**src/rtl/eq_pkg.sv**
```systemverilog
// rtl/eq_pkg.sv - shared equaliser types and queue/filter sizing constants
package eq_pkg;

  typedef enum logic [1:0] {
    IDLE = 2'd0,
    SEQ  = 2'd1,
    DONE = 2'd2
  } fir_seq_state_t;

  localparam int TAPS_LP  = 1021;
  localparam int TAPS_HP  = 1021;
  localparam int Q_DEPTH  = 1536;
  localparam int Q_ADDR_W = 11;

endpackage

```
**src/rtl/mod_inc.sv**
```systemverilog
// rtl/mod_inc.sv - combinational pointer + OFFSET modulo DEPTH (DEPTH need not be a power of 2)
module mod_inc #(
  parameter int ADDR_W = 11,
  parameter int DEPTH  = 1536,
  parameter int OFFSET = 1
) (
  input  logic [ADDR_W-1:0] ptr,
  output logic [ADDR_W-1:0] res
);

  localparam logic [ADDR_W:0] OFF = (ADDR_W+1)'(OFFSET);
  localparam logic [ADDR_W:0] DEP = (ADDR_W+1)'(DEPTH);

  logic [ADDR_W:0] sum;
  logic [ADDR_W:0] sum_wrap;

  // A subtraction of k is expressed by the caller as OFFSET = DEPTH - k.
  always_comb begin
    sum      = {1'b0, ptr} + OFF;
    sum_wrap = sum - DEP;
    res      = (sum >= DEP) ? sum_wrap[ADDR_W-1:0] : sum[ADDR_W-1:0];
  end

endmodule

```
**src/rtl/fir_seq_ctrl.sv**
```systemverilog
// rtl/fir_seq_ctrl.sv - FIR tap sequencer over a circular sample queue; FIR_SEQ_PENDING_EN adds a one-deep pending request
module fir_seq_ctrl
  import eq_pkg::*;
#(
  parameter int DEPTH  = Q_DEPTH,
  parameter int TAPS   = TAPS_LP,
  parameter int ADDR_W = Q_ADDR_W
) (
  input  logic              clk,
  input  logic              rst_n,
  input  logic              wrt_smpl,
  input  logic              flush,
  output logic [ADDR_W-1:0] new_ptr,
  output logic [ADDR_W-1:0] rd_ptr,
  output logic              sequencing,
  output logic              smpl_done,
  output logic              full,
  output logic              overrun
);

  localparam int CNT_W  = $clog2(TAPS + 2);
  localparam int FILL_W = $clog2(TAPS + 1);
  localparam logic [CNT_W-1:0]  CNT_LAST = CNT_W'(TAPS + 1);
  localparam logic [CNT_W-1:0]  CNT_TAPS = CNT_W'(TAPS);
  localparam logic [FILL_W-1:0] FILL_MAX = FILL_W'(TAPS);

  fir_seq_state_t    state, state_nxt;
  logic [CNT_W-1:0]  cnt;
  logic [FILL_W-1:0] fill;
  logic [ADDR_W-1:0] old_ptr, new_inc, new_sub, rd_inc;
  logic              fill_hit, pend_go;

  mod_inc #(.ADDR_W(ADDR_W), .DEPTH(DEPTH), .OFFSET(1)) u_new_inc (.ptr(new_ptr), .res(new_inc));
  mod_inc #(.ADDR_W(ADDR_W), .DEPTH(DEPTH), .OFFSET((DEPTH - (TAPS - 1)) % DEPTH))
    u_new_sub (.ptr(new_ptr), .res(new_sub));
  mod_inc #(.ADDR_W(ADDR_W), .DEPTH(DEPTH), .OFFSET(1)) u_rd_inc (.ptr(rd_ptr), .res(rd_inc));

  assign full     = (fill == FILL_MAX);
  assign fill_hit = full || (fill == FILL_MAX - 1'b1);

`ifdef FIR_SEQ_PENDING_EN
  logic              pend;
  logic [ADDR_W-1:0] pend_ptr;
  // A sample arriving in DONE itself is taken as the pending request.
  assign pend_go = pend || wrt_smpl;

  always_ff @(posedge clk or negedge rst_n) begin
    if (!rst_n) begin
      pend     <= 1'b0;
      pend_ptr <= '0;
    end else if (flush) begin
      pend     <= 1'b0;
      pend_ptr <= '0;
    end else begin
      if (state == DONE)
        pend <= 1'b0;
      else if (state == SEQ && wrt_smpl)
        pend <= 1'b1;
      if (wrt_smpl && state != IDLE)
        pend_ptr <= new_sub;
    end
  end
`else
  assign pend_go = 1'b0;
`endif

  always_ff @(posedge clk or negedge rst_n) begin
    if (!rst_n) begin
      state <= IDLE;
      cnt   <= '0;
    end else if (flush) begin
      state <= IDLE;
      cnt   <= '0;
    end else begin
      state <= state_nxt;
      cnt   <= (state == SEQ && state_nxt == SEQ) ? cnt + 1'b1 : '0;
    end
  end

  always_comb begin
    state_nxt = state;
    case (state)
      IDLE:    if (wrt_smpl && fill_hit) state_nxt = SEQ;
      SEQ:     if (cnt == CNT_LAST) state_nxt = DONE;
      DONE:    state_nxt = pend_go ? SEQ : IDLE;
      default: state_nxt = IDLE;
    endcase
  end

  always_comb begin
    sequencing = (state == SEQ);
    smpl_done  = (state == DONE);
  end

  always_ff @(posedge clk or negedge rst_n) begin
    if (!rst_n) begin
      new_ptr <= '0;
      rd_ptr  <= '0;
      old_ptr <= '0;
      fill    <= '0;
      overrun <= 1'b0;
    end else if (flush) begin
      new_ptr <= '0;
      rd_ptr  <= '0;
      old_ptr <= '0;
      fill    <= '0;
      overrun <= 1'b0;
    end else begin
      if (wrt_smpl) begin
        new_ptr <= new_inc;
        if (!full) fill <= fill + 1'b1;
      end
`ifdef FIR_SEQ_PENDING_EN
      if (state == DONE && pend_go)
        old_ptr <= wrt_smpl ? new_sub : pend_ptr;
      if (wrt_smpl && pend)
        overrun <= 1'b1;
`else
      if (wrt_smpl && state != IDLE)
        overrun <= 1'b1;
`endif
      if (state == IDLE && wrt_smpl)
        old_ptr <= new_sub;
      // rd_ptr leads the coefficient ROM by one cycle: load at c=0, step through c=TAPS-1.
      if (state == SEQ) begin
        if (cnt == '0)
          rd_ptr <= old_ptr;
        else if (cnt < CNT_TAPS)
          rd_ptr <= rd_inc;
      end
    end
  end

endmodule

```
**config.mk**
```make
export PLATFORM = sky130hd
export DESIGN_NAME = fir_seq_ctrl
export DESIGN_NICKNAME = d
export VERILOG_FILES = /design/src/rtl/eq_pkg.sv /design/src/rtl/mod_inc.sv /design/src/rtl/fir_seq_ctrl.sv
export SDC_FILE = /design/constraint.sdc
export NUM_CORES = 1
export LEC_CHECK = 0
export CAP_MARGIN = 20
export CORE_MARGIN = 4
export CORE_UTILIZATION = 51
export DETAILED_ROUTE_END_ITERATION = 10
export PLACE_DENSITY = 0.72
export SYNTH_ARGS = -nofsm -noshare
export SYNTH_HDL_FRONTEND = slang
export SYNTH_HIERARCHICAL = 1
export SYNTH_SLANG_ARGS = --single-unit
```
**constraint.sdc**
```tcl
create_clock -name clk -period 1.7 [get_ports clk]
set_input_delay 0.34 -clock clk [delete_from_list [all_inputs] [get_ports clk]]
set_output_delay 0.34 -clock clk [all_outputs]
set_load 0.02 [all_outputs]
```
==> impl_metrics.csv <==
group,metric,value,unit
run_status,status,"finished, final reports clean",
drt,finalWirelength,7430,um
floorplanning,fp.dieH,88.5,um
floorplanning,rows,29,
grt,grt_max_degree,25,
cells_and_area,multi_input_area,1880,um^2
synth,ys.flop_type,"dfrtp_1",
grt,grt_antenna_before_repair,0,
cts,cts_tree,"yes",
synth,ys_seq_area_share,42.4,%
cts,clock_latency,310,ps
synth,yosys.cell_types.count,47,
grt,grt_first_pass_wirelength,12400,um
sta,worst_slew_pin_slew,675,ps
power_and_ir_drop,p_leak,1.99,nW
cells_and_area,area_growth,28.9,%
worst_setup_path,worst_setup_path_end_kind,"output pin",
cts,clockBufferDepth,2,
sta,timing.final.crit_share,99.5,%
worst_setup_path,critical_path_class,"reg2out",
cts,cts_root_buffer,"clkbuf_8",
sta,grt_setup_unrepaired,"yes",
cells_and_area,final_nets,423,
cells_and_area,design_area,4260,um^2
cells_and_area,final_common_cell,"buf_4",
place,placed_area,4000,um^2
power_and_ir_drop,peakVddDrop,389,uV
power_and_ir_drop,design_power_total,2.42,mW
drt,viasPerCell,5.50,
cts,cts.sinks,56,
run,max_cap_violations,0,
grt,grt_pass1_vias,2645,
worst_setup_path,cp_slowest_cell,"dfrtp_1",
cells_and_area,fillers,531,
cts,htreeDepth,2,
worst_setup_path,r2r_slack,30,ps
cells_and_area,antenna_cells,0,
floorplanning,core_area,6310,um^2
cells_and_area,drive_gt1_share,26.4,%
worst_hold_path,hold_path_class,"in2async",
floorplanning,die_w,88.5,um
synth,syn-instance-count,328,
place,routabilityCongestion,0.789,
worst_setup_path,critPathMaxFanout,2,
synth,avgSynthCellArea,10.1,um^2
sta,slew_headroom,54.9,%
place,post-dp-hpwl,5320,um
floorplanning,die_area,7830,um^2
sta,slew_viol_final,0,
worst_setup_path,cp_cell_sequence,"inv_2 -> ha_4 -> nand3_2 -> nor3_2 -> buf_4",
synth,synth-async-reset-ratio,100,%
synth,synth-edff-count,0,
place,port_buffers,29,
cts,cts_inserted_buffers,5,
sta,fin_worst_skew,12.1,ps
drt,drtAntennaViolNets,0,
grt,grt_usage,19.8,%
cells_and_area,layout_common_cells,"buf_4, nor2_1, dfrtp_1",
drt,route.detailed.drc,0,
synth,synth_top_area_share,42.4,%
drt,routedWlPerCell,15.3,um
cells_and_area,regArea,1410,um^2
sta,fmax,0.591,GHz
synth,synth_largest_area_cell,"dfrtp_1",
drt,dr_total_vias,2673,
synth,ys_ff_latch,56,
synth,syn_nets,343,
sta,period_needed,1690,ps
worst_setup_path,crit_arrival,1350,ps
sta,setup_viol,0,
grt,grt_overflow_total,0,
drt,dr.pass1.iters,4,
synth,synthesis.area,3300,um^2
power_and_ir_drop,p_per_area,569,nW/um^2
drt,drtIter0Drc,95,
cts,clk_pin_slew,100,ps
worst_setup_path,cp-start-kind,"flop",
synth,synthTopCellsByArea,"dfrtp_1, mux2i_1, nor2_1",
floorplanning,ios,30,
worst_setup_path,cpPeakStageDelay,400,ps
synth,yosys_warnings,6,
worst_setup_path,cp.required,1360,ps
floorplanning,start_util,52.3,%
sta,hold_viol,0,
-- layout make-up --
| type | count | area share (%) |
|---|---|---|
| clock inverters | 2 | 0.822 |
| flip-flops and latches | 56 | 33.2 |
| repair buffers | 85 | 16.9 |
| inverters | 13 | 1.15 |
| well taps | 77 | 2.26 |
| clock buffers | 6 | 1.70 |
| multi-input cells | 247 | 44.0 |
-- cells in the mapped netlist (2+ instances only) --
master	count
or3_1	5
a211oi_2	2
xor2_1	20
nor2b_1	3
nor3_1	5
a21oi_1	7
buf_4	5
and4_4	2
dfrtp_1	56
o2111ai_1	2
nand3_1	17
xnor2_1	14
ha_1	11
a211oi_1	7
nand4_2	2
and2_1	2
nor4_1	2
nor2_1	51
nand2b_1	3
a22o_1	13
nand2_1	16
o2bb2ai_1	6
clkbuf_1	3
buf_2	4
nand3_4	2
inv_1	13
mux2i_1	23
nand4_1	5
o21ai_0	9
-- where the power goes --
| part | internal [mW] | leakage [nW] | total, mW | switching, mW |
|---|---|---|---|---|
| registers | 1.35 | 0.762 | 1.36 | 0.0124 |
| clock network | 0.438 | 0.0552 | 0.868 | 0.429 |
| logic | 0.0842 | 1.18 | 0.196 | 0.112 |
-- worst max-delay path, delay by kind of cell (launching register included) --
family,cells,cell delay (ps)
and+or+nand+nor,2,280
DFF,1,400
buffers and inverters,2,240
adders and majority gates,1,130
-- routing by layer --
metal  track usage, %  wire, um  vias up  part of all wire [%]
met5                0         0        -                     0
met4             3.98        53        0                  0.71
met1             26.0      3420     1295                    46
met3             3.45       198        5                   2.7
met2             34.3      3750       45                    51
li1                 -         -     1328                     -
-- logic make-up after synthesis --
| family | share of synthesized area [%] |
|---|---|
| AO/OA/AOI/OAI | 14.3 |
| flip-flops | 42.4 |
| AND/OR/NAND/NOR | 19.6 |
| adder cells (fa/ha/maj) | 4.17 |
| buffers and inverters | 3.56 |
| XOR/XNOR | 9.01 |
| multiplexers | 6.97 |
-- timing repair --
action,in CTS,in global routing
resized for setup,28,30
setup endpoints to repair,22,11
hold buffers,0,0
cloned,0,1
buffers inserted,1,7
pin swaps,0,11
-- final timing paths --
check,start,end,cells after the start
worst max-delay path,fill[1],full,5
worst min-delay path,rst_n,fill[1],1
worst max register to register,fill[0],fill[9],7
worst min register to register,cnt[0],cnt[0],1
max in group asynchronous,rst_n,old_ptr[6],2
min in group clk,cnt[0],cnt[0],1
-- metrics by stage --
| stage | instances | worst slack, ps | utilization, % | hold slack [ps] | TNS (ps) |
|---|---|---|---|---|---|
| finish | 486 | 8.88 | 67.5 | 33.3 | 0 |
| global route | 486 | -73.3 | 67.5 | 56.0 | -288 |
| CTS | 478 | -12.8 | 64.8 | 54.7 | -12.8 |
| detailed placement | 469 | -173 | 63.4 | 390 | -2480 |
| global placement | 469 | -92.8 | 63.4 | 376 | -1250 |
| floorplan | 328 | 20.7 | - | 44.4 | 0 |
-- flip-flops by register name, indices dropped and copies added, names as in the netlist --
| name | flops |
|---|---|
| cnt | 10 |
| fill | 10 |
| new_ptr | 11 |
| old_ptr | 11 |
| overrun | 1 |
| rd_ptr | 11 |
| state | 2 |
(Power assumes the default switching activity.)
